$ cat src/rtl/sync_fifo_arb_pkg.sv
// Shared types and width helpers for the sync_fifo write-side arbiter.
package sync_fifo_arb_pkg;

  typedef enum logic [1:0] {
    ST_IDLE,
    ST_ISSUE,
    ST_GAP
  } arb_state_t;

  function automatic int tag_width(input int num_req);
    return (num_req <= 2) ? 1 : $clog2(num_req);
  endfunction

  function automatic int credit_width(input int credits);
    return $clog2(credits + 1);
  endfunction

  // Width of a counter that runs 0..n-1, never narrower than one bit.
  function automatic int count_width(input int n);
    return (n <= 2) ? 1 : $clog2(n);
  endfunction

endpackage

$ cat src/rtl/rr_priority_pick.sv
// Round-robin pick: first asserted request strictly after the pointer,
// wrapping around, returned as a one-hot grant.
module rr_priority_pick #(
  parameter int NUM_REQ = 4,
  parameter int PTR_W   = 2
) (
  input  logic [NUM_REQ-1:0] req,
  input  logic [PTR_W-1:0]   ptr,
  output logic [NUM_REQ-1:0] grant,
  output logic               valid
);

  always_comb begin
    logic [PTR_W-1:0] sel;
    grant = '0;
    valid = 1'b0;
    sel   = '0;
    for (int k = 1; k <= NUM_REQ; k++) begin
      sel = PTR_W'((int'(ptr) + k) % NUM_REQ);
      if (!valid && req[sel]) begin
        grant[sel] = 1'b1;
        valid      = 1'b1;
      end
    end
  end

endmodule

$ cat src/rtl/sync_fifo_arbiter.sv
// Round-robin write scheduler for a shallow sync_fifo: tags each word with
// its requester and paces writes with a gap counter and a drain-rate credit model.
module sync_fifo_arbiter
  import sync_fifo_arb_pkg::*;
#(
  parameter int  NUM_REQ = 4,
  parameter int  WIDTH   = 16,
  parameter int  CREDITS = 4,
  parameter int  REFILL  = 8,
  parameter int  GAP     = 1,
  localparam int TAG_W   = tag_width(NUM_REQ),
  localparam int CW      = credit_width(CREDITS)
) (
  input  logic                     clk,
  input  logic                     reset,
  input  logic [NUM_REQ-1:0]       req_valid,
  input  logic [NUM_REQ*WIDTH-1:0] req_data,
  output logic [NUM_REQ-1:0]       req_ready,
  output logic                     fifo_write_en,
  output logic [TAG_W+WIDTH-1:0]   fifo_data,
  output logic [CW-1:0]            credits_avail,
  output logic                     busy
);

  localparam int             RW          = count_width(REFILL);
  localparam int             GW          = count_width(GAP);
  localparam logic [CW-1:0]  CRED_FULL   = CW'(CREDITS);
  localparam logic [RW-1:0]  REFILL_LAST = RW'(REFILL - 1);
  localparam logic [GW-1:0]  GAP_LAST    = GW'((GAP > 0) ? GAP - 1 : 0);

  arb_state_t             state_q, state_d;
  logic [GW-1:0]          gap_cnt_q, gap_cnt_d;
  logic [TAG_W-1:0]       last_q, last_d;
  logic [CW-1:0]          credits_q, credits_d;
  logic [RW-1:0]          timer_q, timer_d;
  logic [TAG_W+WIDTH-1:0] word_q, word_d;

  logic [NUM_REQ-1:0]     grant;
  logic                   grant_valid;
  logic                   accept;
  logic                   refill;
  logic [TAG_W-1:0]       grant_idx;
  logic [WIDTH-1:0]       grant_payload;

  rr_priority_pick #(
    .NUM_REQ(NUM_REQ),
    .PTR_W  (TAG_W)
  ) u_pick (
    .req  (req_valid),
    .ptr  (last_q),
    .grant(grant),
    .valid(grant_valid)
  );

  always_comb begin
    grant_idx     = '0;
    grant_payload = '0;
    for (int i = 0; i < NUM_REQ; i++) begin
      if (grant[i]) begin
        grant_idx     = TAG_W'(i);
        grant_payload = req_data[i*WIDTH +: WIDTH];
      end
    end
  end

  // Gating with reset keeps req_ready silent while the block is being cleared.
  assign accept    = !reset && (state_q == ST_IDLE) && (credits_q != '0) && grant_valid;
  assign refill    = (credits_q != CRED_FULL) && (timer_q == REFILL_LAST);
  assign req_ready = accept ? grant : '0;

  always_comb begin
    state_d   = state_q;
    gap_cnt_d = gap_cnt_q;
    last_d    = last_q;
    word_d    = word_q;
    unique case (state_q)
      ST_IDLE: begin
        if (accept) begin
          state_d = ST_ISSUE;
          last_d  = grant_idx;
          word_d  = {grant_idx, grant_payload};
        end
      end
      ST_ISSUE: begin
        gap_cnt_d = '0;
        state_d   = (GAP > 0) ? ST_GAP : ST_IDLE;
      end
      ST_GAP: begin
        if (gap_cnt_q == GAP_LAST) state_d = ST_IDLE;
        else                       gap_cnt_d = gap_cnt_q + 1'b1;
      end
      default: state_d = ST_IDLE;
    endcase
  end

  // A same-cycle accept and refill cancel; the timer wraps regardless.
  always_comb begin
    credits_d = credits_q;
    if (credits_q == CRED_FULL) timer_d = '0;
    else if (refill)            timer_d = '0;
    else                        timer_d = timer_q + 1'b1;
    case ({accept, refill})
      2'b10:   credits_d = credits_q - 1'b1;
      2'b01:   credits_d = credits_q + 1'b1;
      default: credits_d = credits_q;
    endcase
  end

  always_ff @(posedge clk) begin
    if (reset) begin
      state_q   <= ST_IDLE;
      gap_cnt_q <= '0;
      last_q    <= TAG_W'(NUM_REQ - 1);
      credits_q <= CRED_FULL;
      timer_q   <= '0;
      word_q    <= '0;
    end else begin
      state_q   <= state_d;
      gap_cnt_q <= gap_cnt_d;
      last_q    <= last_d;
      credits_q <= credits_d;
      timer_q   <= timer_d;
      word_q    <= word_d;
    end
  end

  assign fifo_write_en = (state_q == ST_ISSUE);
  assign fifo_data     = word_q;
  assign credits_avail = credits_q;
  assign busy          = (state_q != ST_IDLE);

endmodule

$ cat config.mk
export PLATFORM = sky130hd
export DESIGN_NAME = sync_fifo_arbiter
export DESIGN_NICKNAME = d
export VERILOG_FILES = /design/src/rtl/sync_fifo_arb_pkg.sv /design/src/rtl/rr_priority_pick.sv /design/src/rtl/sync_fifo_arbiter.sv
export SDC_FILE = /design/constraint.sdc
export NUM_CORES = 1
export LEC_CHECK = 0
export BUFFER_PORTS_ARGS = -buffer_cell sky130_fd_sc_hd__buf_2
export CORE_ASPECT_RATIO = 0.6
export CORE_MARGIN = 3
export CORE_UTILIZATION = 25
export DETAILED_ROUTE_END_ITERATION = 7
export GPL_TIMING_DRIVEN = 0
export PLACE_DENSITY = 0.43
export REMOVE_ABC_BUFFERS = 1
export SYNTH_ARGS = -nofsm -noshare
export SYNTH_HDL_FRONTEND = slang
export SYNTH_SLANG_ARGS = --single-unit
$ cat constraint.sdc
create_clock -name clk -period 6.35 [get_ports clk]
set_input_delay 0 -clock clk [delete_from_list [all_inputs] [get_ports clk]]
set_output_delay 0 -clock clk [all_outputs]
set_load 0.05 [all_outputs]
# Yosys cells after proc, flatten, opt, wreduce, memory -nomap -nowiden
# Cells that the tools add are included.
# Widths: inputs -> output; s select.
# classes
n_addsub	8
multipliers	0
div	0
n_lt_le_gt_ge	8
eq_ne	9
shift	0
muxes	38
bitwise	3
reduce_logical	23
# op_table
cell	n
$mux 16	4
$mux 4	5
$mux 1	14
$lt 2x3->1 const B	4
$or 4x4->4	3
$logic_and 1x1->1	11
$bmux 1 s2	4
$demux 1 s2	4
$ge 2x1->1 const B	4
$mux 2	4
$add 3x1->3 const B	2
$eq 3x3->1 const B	2
$pmux 2 s3	1
$pmux 3 s2	1
$reduce_bool 2->1	3
$add 2x1->2 const B	2
$add 2x2->2 const B	2
$eq 2x1->1 const B	2
$eq 2x2->1 const B	2
$logic_not 1->1	4
$ne 2x2->1 const B	2
$reduce_and 2->1	2
$ne 3x3->1 const B	1
$reduce_bool 3->1	1
5 further kinds	5
# word_totals
reg_bits	29
latch_bits	0
mem_bits_rw	0
romBits	0
input_bits	70
out_inout_bits	27
wordCells	95
memories	0

# Longest topological paths before layout
# Gate-level depths: netlist (run 1).
# depth
depth_word	17
mapped_depth	12
ltp_nobuf	10

# Hierarchy
# From an unflattened synthesis (run 1), not the netlist that was laid out.
# hier_totals
cells_unflattened	253
area_unflattened_um2	2120.8
# by_module_without_submodules
mod	n_inst	cells_each	area_each_um2	seq_area_each_um2
sync_fifo_arbiter	1	205	1705.4	560.5
rr_priority_pick	1	48	415.4	0.0

# Worst setup path before layout (run 1)
# OpenSTA, ideal clock, no wires.
# synth_path
path_kind	reg2reg
startpoint	register last_q[0]
endpoint	register word_q[10] (netlist: fifo_data[10])
setup_ns	0.124
t_arrival_ns	2.768
required_time_ns	6.226
path_slack_ns	3.459
stages_incl_launch_ff	13
path_buffers	4
period_less_slack_ns	2.891
cell_sequence	dfxtp_1 > buf_6 > inv_1 > ha_1 > mux4_2 > a221o_1 > a21o_1 > buf_6 > a21o_1 > buf_6 > buf_8 > a221oi_2 > o31ai_1
# synth_via
elab_chain_cells	17
elab_cells_between_ends	55
cone_classes	add/sub: 4; order compare: 8; mux: 28; bitwise: 3; reduce/logical: 12
# synth_lines
item	line_no	source
start, declared	sync_fifo_arbiter.sv:33	logic [TAG_W-1:0] last_q, last_d;
start signal, assigned	sync_fifo_arbiter.sv:113	last_q <= TAG_W'(NUM_REQ - 1);
start signal, assigned	sync_fifo_arbiter.sv:120	last_q <= last_d;
parallel branches: the longest is 17 deep, another holds $lt 2x3->1	--	
end signal, assigned	sync_fifo_arbiter.sv:123	word_q <= word_d;
end, declared	sync_fifo_arbiter.sv:36	logic [TAG_W+WIDTH-1:0] word_q, word_d;
# Several ways; the timed one is not identified. The select of a mux whose other input is x is not followed.
# A chain may end at the register's enable or synchronous reset.

# Worst setup path after layout (run 1)
# layout_path
startpoint	register last_q[0]
endpoint	output req_ready[1]
# layout_via
elab_chain_cells	15
elab_cells_between_ends	51
cone_classes	add/sub: 4; order compare: 8; mux: 25; bitwise: 3; reduce/logical: 11
# layout_lines
item	line_no	source
parallel branches: the longest is 14 deep, another holds $lt 2x3->1	--	
$mux 4 (*)	sync_fifo_arbiter.sv:69	assign req_ready = accept ? grant : '0;
end, declared	sync_fifo_arbiter.sv:18	output logic [NUM_REQ-1:0] req_ready,
# Every way passes the cells marked *. The select of a mux whose other input is x is not followed.

==> flow_summary.toml, run 1 <==
[power]
vdd_drop_max_uv = 111
clockPowerShare_pct = 11.5
power.share.switching_pct = 53.4
p_switching_mw = 0.683
p_per_area_nw_per_um2 = 428
comb_power_share_pct = 66.1
p_int_mw = 0.596
leakagePower_nw = 1.35
seqPwrFrac_pct = 22.4

[finish]
register_area_um2 = 561
antenna_cells = 0
fillers = 946
multi_input_area_um2 = 1490
final_nets = 438
drive_gt1_share_pct = 35.9
area_growth_pct = 29.3

[logic_synthesis]
synth_top_family_by_area = "compound AO/OA/AOI/OAI gates"
synth_edf_count = 0
synth_adder_area_share_pct = 6.81
synth_common_cells = "dfxtp_1 (28), nor2_1 (23), inv_1 (21)"
synth_compound_area_share_pct = 30.4
yosys.area_share.simple_pct = 19.7
seq_area_frac_synth_pct = 24.2
ys_warn_count = 0
syn_area_um2 = 2310
yosysTopAreaCellShare_pct = 24.2
synthTopCellsByArea = "dfxtp_1 (24%), ha_1 (5.9%), a221oi_2 (5.8%)"
yosysTopAreaCell = "dfxtp_1"
synth-seq-cells = 28
async_reset_ff_share_pct = 0
synthXorXnorAreaFrac_pct = 0.757
synth_flop_cell = "dfxtp_1"
postSynthCellCount = 263
avgSynthCellArea_um2 = 8.80
synth_cell_types = 49
muxShareOfSynthArea_pct = 6.38
yosys.cell_count.top_type = "dfxtp_1"

[place]
post-place-ws_ns = 2.47
routabilityCongestion = 0.717
io_buffer_count = 96
hpwl_um = 5690

[route]
met2_length_um = 3340
wl_per_cell_um = 17.3
drc = 0
wl_met1_um = 4140
avgViaCountPerCell = 5.13
first_iter_violations = 179
dr.max_layer_used = "met4"
via_count = 2391
ant_nets = 0
routed_wl_um = 8060
drtPass1Iterations = 5
wl_met3_um = 528

[floorplanning]
die_h_um = 80.5
io_pins = 97
core_region_area_um2 = 8750
std_cell_rows = 26
fp.dieW_um = 130
die_area_um2 = 10500
start_util_pct = 26.4

[timing]
fin_crit_sh_pct = 62.8
min_period_ns = 3.99
worst_pin_slew_ns = 0.977
max_freq_mhz = 251
slew_violations = 0
fin_skew_ns = 0.00209
layout_setup_ws_ns = 2.36
final-hold-violation-count = 0
rsz0062_at_grt = "false"
relSlewSlack_pct = 34.5
setup_viol = 0
tns_ns = 0

[clock_tree]
cts-root-buf = "clkbuf_16"
ctsLongestPathBuffers = 2
cts_hold_buf = 16
clk_latency_ns = 0.26
clk_pin_slew_worst_paths_ns = 0.07
post-cts-setup-buffers = 0
cts.repair.resized = 0
cts_tree = "built"
cts_inserted_buffers = 3
htreeDepth = 1
clkSinkCount = 28

[global_route]
grt_util_all_layers_pct = 14.8
first_global_vias = 2306
grt_start_max_net_pins = 42
overflow = 0
antenna_found_initial = 0
grt_pass1_wl_um = 12300

[worst_setup_path]
arrival_ns = 3.99
cpPeakStageDelay_ns = 0.76
critPathLaunchType = "flop"
cp-end-kind = "primary output"
cp_data_required_time_ns = 6.35
worstSetupPathType = "reg -> out"
crit_slowest_cell = "dfxtp_1"
crit_chain = "inv_1, ha_1, mux4_2, or2b_1, a21o_1, and2_1, buf_2"
critPathMaxFanout = 19

[worst_hold_path]
min_path_type = "in -> reg"

[job]
drv_cap = 0

[outcome]
outcome = "completed"
final timing paths:
path              slack (ns)                         end              startpoint  cells after the start
setup reg to reg        2.51   fifo_data[4]$_SDFFE_PP0P_  last_q[0]$_SDFFE_PP1P_                      7
hold reg to reg         0.43       timer_q[0]$_SDFF_PP0_   timer_q[0]$_SDFF_PP0_                      1
hold / removal          0.03  fifo_data[10]$_SDFFE_PP0P_            req_data[42]                      3
setup / recovery        2.36                req_ready[1]  last_q[0]$_SDFFE_PP1P_                      7
cells in the final DEF, fill, tap and decap left out, types with 2 or more instances in the layout:
master and count:
xor2_1 2, nor3b_1 17, or3b_2 3, a211oi_1 17
ha_1 11, o21ai_0 2, a31oi_1 16, mux4_1 2
or2_2 3, buf_2 96, or3_2 2, a221o_2 2
a21o_1 2, nand3b_1 4, and2_1 4, o31ai_1 16
nor2b_1 4, nor2_1 23, and3_2 2, dfxtp_1 28
a221oi_1 8, clkbuf_16 3, a221oi_2 9, inv_1 21
nand2b_1 2, o22ai_1 3, dlygate4sd3_1 16, nor3_1 4
mux2i_1 5, mux2_2 2, a2111oi_0 2, a21oi_1 4
nand2_1 7
per-stage QoR:
step	instances	area (µm²)	util, %	power [mW]	hold WS (ns)
3_5_place_dp	447	2760	31.5	1.13	0.236
6_report	466	2990	34.2	1.28	0.0297
2_1_floorplan	238	2120	-	0.908	0.0691
4_1_cts	466	2990	34.2	1.29	0.0265
3_3_place_gp	446	2740	31.4	1.12	0.229
5_1_grt	466	2990	34.2	1.37	0.0397
worst max-delay path: cells and delay by family (launching register included):
family,cells,cell delay (ns)
buffers and inverters,2,0.48
DFF,1,0.76
muxes,1,0.44
and+or+nand+nor,2,0.82
AOI/OAI and AO/OA,1,0.75
adders and majority gates,1,0.46
routing by layer:
metal | track usage [%] | vias to the layer above
met3 | 3.39 | 4
met2 | 21.7 | 81
met1 | 22.2 | 1132
met4 | 2.49 | 0
li1 | - | 1174
met5 | 0 | -
sequential cells by signal, summed over array words and instances, names as in the netlist:
signal / count
last_q: 2
state_q: 2
fifo_data: 18
timer_q: 3
credits_avail: 3
cell type report:
cell class / count / share of cell area [%]
clock buffer: 3 / 2.51
sequential: 28 / 18.7
inverter: 21 / 2.63
multi-input combinational: 189 / 49.6
tap: 112 / 4.68
timing repair buffer: 113 / 21.8
power groups by stage:
stage	logic, mW	registers [mW]	clock network, mW
after floorplan	0.420	0.488	0
after global placement	0.833	0.291	0
after detailed placement	0.841	0.292	0
after CTS	0.850	0.287	0.153
after global routing	0.911	0.298	0.159
final	0.846	0.287	0.147
cells by family (layout without fill, tap and decap cells):
logic type / count (synthesis) / after routing
adders and majority gates: 12 / 12
buffers and inverters: 46 / 137
and+or+nand+nor: 79 / 79
DFF: 28 / 28
muxes: 10 / 10
xor gates and xnor gates: 2 / 2
AOI/OAI and AO/OA: 86 / 86
(Power assumes the default switching activity.)
==> run 2, diff against run 1 <==
--- a/config.mk
+++ b/config.mk
@@ -11,7 +11,7 @@
 export CORE_UTILIZATION = 25
 export DETAILED_ROUTE_END_ITERATION = 7
 export GPL_TIMING_DRIVEN = 0
-export PLACE_DENSITY = 0.43
+export PLACE_DENSITY = 0.45
 export REMOVE_ABC_BUFFERS = 1
 export SYNTH_ARGS = -nofsm -noshare
 export SYNTH_HDL_FRONTEND = slang
==> constraint.sdc (replaced) <==
create_clock -name clk -period 3.5 [get_ports clk]
set_input_delay 0 -clock clk [delete_from_list [all_inputs] [get_ports clk]]
set_output_delay 0 -clock clk [all_outputs]
set_load 0.05 [all_outputs]
==> run 2 against run 1 <==
  * Power up 90%
  * Flip-flop and latch count unchanged
  * Global-route usage down 0.69 points
  * Clock skew up 0.0025 ns
  * First-iteration DRC count down 21%
  * Largest cell class unchanged
  * Hold slack worse by 0.0089 ns
  * Combinational power up 83%
  * Clock-buffer cell count unchanged
  * Largest power group unchanged
  * Sequential share of layout area down 0.33 points
  * Die area unchanged
  * Final area up 2.7%
  * Sequential power up 83%
==> flow_summary.toml, run 2 (synthesis results as in run 1) <==
[outcome]
outcome = "completed"

[global_route]
grt_start_max_net_pins = 27
grt_pass1_wl_um = 11700
overflow = 0
first_global_vias = 2223
grt_util_all_layers_pct = 14.2
antenna_found_initial = 0

[route]
ant_nets = 0
avgViaCountPerCell = 5.03
via_count = 2354
drc = 0
routed_wl_um = 7680
first_iter_violations = 141
drtPass1Iterations = 4
wl_per_cell_um = 16.4

[worst_setup_path]
critPathMaxFanout = 18
critPathLaunchType = "flop"
cp-end-kind = "primary output"
arrival_ns = 3.27
worstSetupPathType = "reg -> out"
cp_data_required_time_ns = 3.50

[finish]
drive_gt1_share_pct = 37.1
utilization_pct = 35.1
final_common_cell = "buf_2"
layout_common_cells = "buf_2 (96), dfxtp_1 (26), nor2_1 (23)"
final_nets = 439
largest_register_ffs = 18
fillers = 916
area_growth_pct = 32.8
register_area_um2 = 566
multi_input_area_um2 = 1510
antenna_cells = 0

[timing]
final-hold-violation-count = 0
fin_crit_sh_pct = 93.4
slew_violations = 0
fin_skew_ns = 0.00457
worst_pin_slew_ns = 0.767
max_freq_mhz = 306
setup_viol = 0
relSlewSlack_pct = 48.9
rsz0062_at_grt = "false"
min_period_ns = 3.27

[clock_tree]
htreeDepth = 1
clkSinkCount = 28
ctsLongestPathBuffers = 2
cts-root-buf = "clkbuf_16"
cts_inserted_buffers = 3
post-cts-setup-buffers = 0
clk_latency_ns = 0.27
clk_pin_slew_worst_paths_ns = 0.08
cts_tree = "built"

[place]
routabilityCongestion = 0.762
hpwl_um = 5560
io_buffer_count = 96

[power]
p_per_area_nw_per_um2 = 790
power_mw = 2.43
vdd_drop_max_uv = 222
leakagePower_nw = 1.37

[job]
drv_cap = 0

[floorplanning]
start_util_pct = 26.4
fp.dieW_um = 130
die_area_um2 = 10500
core_region_area_um2 = 8750
std_cell_rows = 26
die_h_um = 80.5
io_pins = 97

[worst_hold_path]
min_path_type = "in -> reg"
run 2: cell types whose count changed in the layout (fill, tap and decap cells not counted), sizes merged:
| cell | previous run | this run |
|---|---|---|
| buf | 97 | 98 |
| bufinv | 0 | 1 |
run 2: worst max-delay path, cell delays in order (launching register included):
cell and delay (ns):
dfxtp_2 0.45, inv_1 0.19, ha_1 0.44, mux4_2 0.44, a221o_1 0.29, a21o_1 0.39, a21o_4 0.40, and2_1 0.19
buf_2 0.20
run 2: stage by stage:
step / hold WS (ns) / setup TNS [ns] / cells / setup slack, ns / instance area, µm²
floorplan: 0.0691 / 0 / 238 / 0.246 / 2120
global placement: 0.231 / -4.42 / 446 / -0.287 / 2740
detailed placement: 0.232 / -5.35 / 448 / -0.383 / 2780
CTS: 0.0207 / 0 / 468 / 0.0558 / 3050
global route: 0.0233 / 0 / 468 / 0.0259 / 3070
finish: 0.0208 / 0 / 468 / 0.229 / 3070
run 2: area by class of cell:
type,instances,share of cell area [%]
Inverter,21,2.57
Tap cell,112,4.56
Clock buffer,3,2.44
Multi-Input combinational cell,189,49.0
Clock inverter,1,0.978
Timing Repair Buffer,114,22.0
Sequential cell,28,18.4
run 2: worst paths after layout:
| kind | start | end | slack, ns | cells after the start |
|---|---|---|---|---|
| worst min register to register | timer_q[0]$_SDFF_PP0_ | timer_q[0]$_SDFF_PP0_ | 0.43 | 1 |
| worst max register to register | last_q[1]$_SDFFE_PP1P_ | fifo_data[1]$_SDFFE_PP0P_ | 0.27 | 8 |
| worst max-delay path | last_q[1]$_SDFFE_PP1P_ | req_ready[1] | 0.23 | 8 |
| worst min-delay path | req_data[38] | fifo_data[6]$_SDFFE_PP0P_ | 0.02 | 3 |
run 2: repair_timing:
item                                    CTS  global route
hold buffers                             16             0
endpoints found under the setup margin   20            17
hold endpoints to repair                 16             0
resized for setup                         4             4
run 2: layer usage:
layer  track usage (%)  vias up  share of wire [%]
li1                  -     1179                  -
met1              20.3     1093                 49
met2              21.8       77                 43
met3              3.19        5                7.2
met4              2.28        0               0.49
met5                 0        -                  0
run 2: power by group:
part           total [mW]  leakage (nW)  internal [mW]  switching [mW]
clock network       0.352        0.0511          0.228           0.123
registers           0.524         0.230          0.443          0.0811
logic                1.55          1.09          0.513            1.04
total                2.43          1.37           1.18            1.24
==> run 3, diff against run 2 <==
--- a/config.mk
+++ b/config.mk
@@ -7,12 +7,12 @@
 export LEC_CHECK = 0
 export BUFFER_PORTS_ARGS = -buffer_cell sky130_fd_sc_hd__buf_2
 export CORE_ASPECT_RATIO = 0.6
-export CORE_MARGIN = 3
 export CORE_UTILIZATION = 25
 export DETAILED_ROUTE_END_ITERATION = 7
 export GPL_TIMING_DRIVEN = 0
 export PLACE_DENSITY = 0.45
 export REMOVE_ABC_BUFFERS = 1
+export SKIP_LAST_GASP = 1
 export SYNTH_ARGS = -nofsm -noshare
 export SYNTH_HDL_FRONTEND = slang
 export SYNTH_SLANG_ARGS = --single-unit
==> run 3 against run 2 <==
  * Register-to-register slack is essentially flat
  * Critical path type unchanged
  * Non-clock buffer count stayed put
  * Sequential power about the same
  * First-iteration DRC count shrank 7.1%
  * Combinational power hardly changed
  * Highest routed layer unchanged
  * Largest power group unchanged
==> flow_summary.toml, run 3 (synthesis results as in run 1) <==
[global_route]
grt_util_all_layers_pct = 15.6
antenna_found_initial = 0
grt_start_max_net_pins = 42
grt_pass1_wl_um = 11900
first_global_vias = 2282
overflow = 0

[worst_hold_path]
min_path_type = "in -> reg"
hold-path-cell-count = 3

[clock_tree]
cts-root-buf = "clkbuf_16"
cts_tree = "built"
clk_pin_slew_worst_paths_ns = 0.08
clk_latency_ns = 0.27
ctsLongestPathBuffers = 2
clkSinkCount = 28
htreeDepth = 1
post-cts-setup-buffers = 0
cts_inserted_buffers = 3

[place]
hpwl_um = 5410
routabilityCongestion = 0.752
io_buffer_count = 96
dpl-instance-area_um2 = 2760

[power]
clockPowerShare_pct = 14.5
seqPwrFrac_pct = 21.6
p_int_mw = 1.18
power.share.switching_pct = 51.4
p_switching_mw = 1.24
comb_power_share_pct = 63.9
leakagePower_nw = 1.36
p_per_area_nw_per_um2 = 793
vdd_drop_max_uv = 168

[finish]
final_common_cell = "buf_2"
area_growth_pct = 31.9
drive_gt1_share_pct = 37.1
post-route-cell-area_um2 = 3050
largest_register_ffs = 18
layout_common_cells = "buf_2 (96), dfxtp_1 (26), nor2_1 (23)"
fillers = 946
final_nets = 439
antenna_cells = 0

[floorplanning]
start_util_pct = 26.4
io_pins = 97
core_region_area_um2 = 8750
die_h_um = 76.5
std_cell_rows = 26
die_area_um2 = 9660
fp.dieW_um = 126

[timing]
setup_viol = 0
max_freq_mhz = 305
min_period_ns = 3.28
fin_skew_ns = 0.00915
slew_violations = 0
tns_ns = 0
final-hold-violation-count = 0
fin_crit_sh_pct = 93.8
rsz0062_at_grt = "false"
relSlewSlack_pct = 46.7
worst_pin_slew_ns = 0.799

[route]
ant_nets = 0
via_count = 2344
first_iter_violations = 131
drc = 0
avgViaCountPerCell = 5.01
wl_per_cell_um = 16.3
routed_wl_um = 7620
drtPass1Iterations = 6

[worst_setup_path]
arrival_ns = 3.28
ff2ff_path_depth = 8
critPathLaunchType = "flop"
critPathMaxFanout = 18
cp_data_required_time_ns = 3.50
worstSetupPathType = "reg -> out"
cp-end-kind = "primary output"

[outcome]
outcome = "completed"

[job]
drv_cap = 0
## run 3: metrics by stage
| step | std cells | hold WS, ns | utilization, % | power (mW) | worst slack [ns] |
|---|---|---|---|---|---|
| after CTS | 468 | 0.0211 | 34.8 | 2.44 | 0.0176 |
| final | 468 | 0.0199 | 34.9 | 2.42 | 0.219 |
| after global placement | 446 | 0.228 | 31.4 | 2.03 | -0.313 |
| after floorplan | 238 | 0.0691 | - | 1.65 | 0.246 |
| after global routing | 468 | 0.0217 | 34.9 | 2.58 | 0.0657 |
| after detailed placement | 448 | 0.234 | 31.5 | 2.05 | -0.359 |
## run 3: worst paths after layout
kind              slack (ns)                   endpoint                   start
hold / removal          0.02  fifo_data[1]$_SDFFE_PP0P_            req_data[33]
setup / recovery        0.22               req_ready[1]  last_q[1]$_SDFFE_PP1P_
hold reg to reg         0.44      timer_q[0]$_SDFF_PP0_   timer_q[0]$_SDFF_PP0_
setup reg to reg        0.27  fifo_data[7]$_SDFFE_PP0P_  last_q[1]$_SDFFE_PP1P_
## run 3: area by class of cell
cell class                      instances  area (µm²)  share of cell area [%]
Clock buffer                            3        75.1                    2.46
Clock inverter                          1        30.0                   0.984
Inverter                               21        78.8                    2.58
Multi-Input combinational cell        189        1510                    49.4
Sequential cell                        28         566                    18.5
Tap cell                              112         140                    4.59
Timing Repair Buffer                  114         656                    21.5
## run 3: repair_timing
action,CTS,global route
hold buffers,16,0
resized for setup,6,2
endpoints found under the setup margin,21,15
endpoints found under the hold margin,16,0
## run 3: per-layer routing
layer	global-route usage (%)	vias to the layer above	routed length [µm]
li1	-	1178	-
met1	21.7	1090	3790
met2	24.6	72	3300
met3	3.44	4	488
met4	2.77	0	42
met5	0	-	0
## run 3: power by group through the flow
stage	Clock, mW	Sequential (mW)	Combinational [mW]
after floorplan	0	0.886	0.762
after global placement	0	0.526	1.50
after detailed placement	0	0.528	1.53
after CTS	0.357	0.521	1.56
after global routing	0.369	0.542	1.67
final	0.351	0.522	1.55
## run 3: worst max-delay path, cell delays in order, from the launching register on
cell and delay [ns]:
dfxtp_2 0.45, inv_1 0.18, ha_1 0.43, mux4_2 0.44
a221o_1 0.30, a21o_1 0.38, a21o_4 0.40, and2_1 0.20
buf_2 0.21
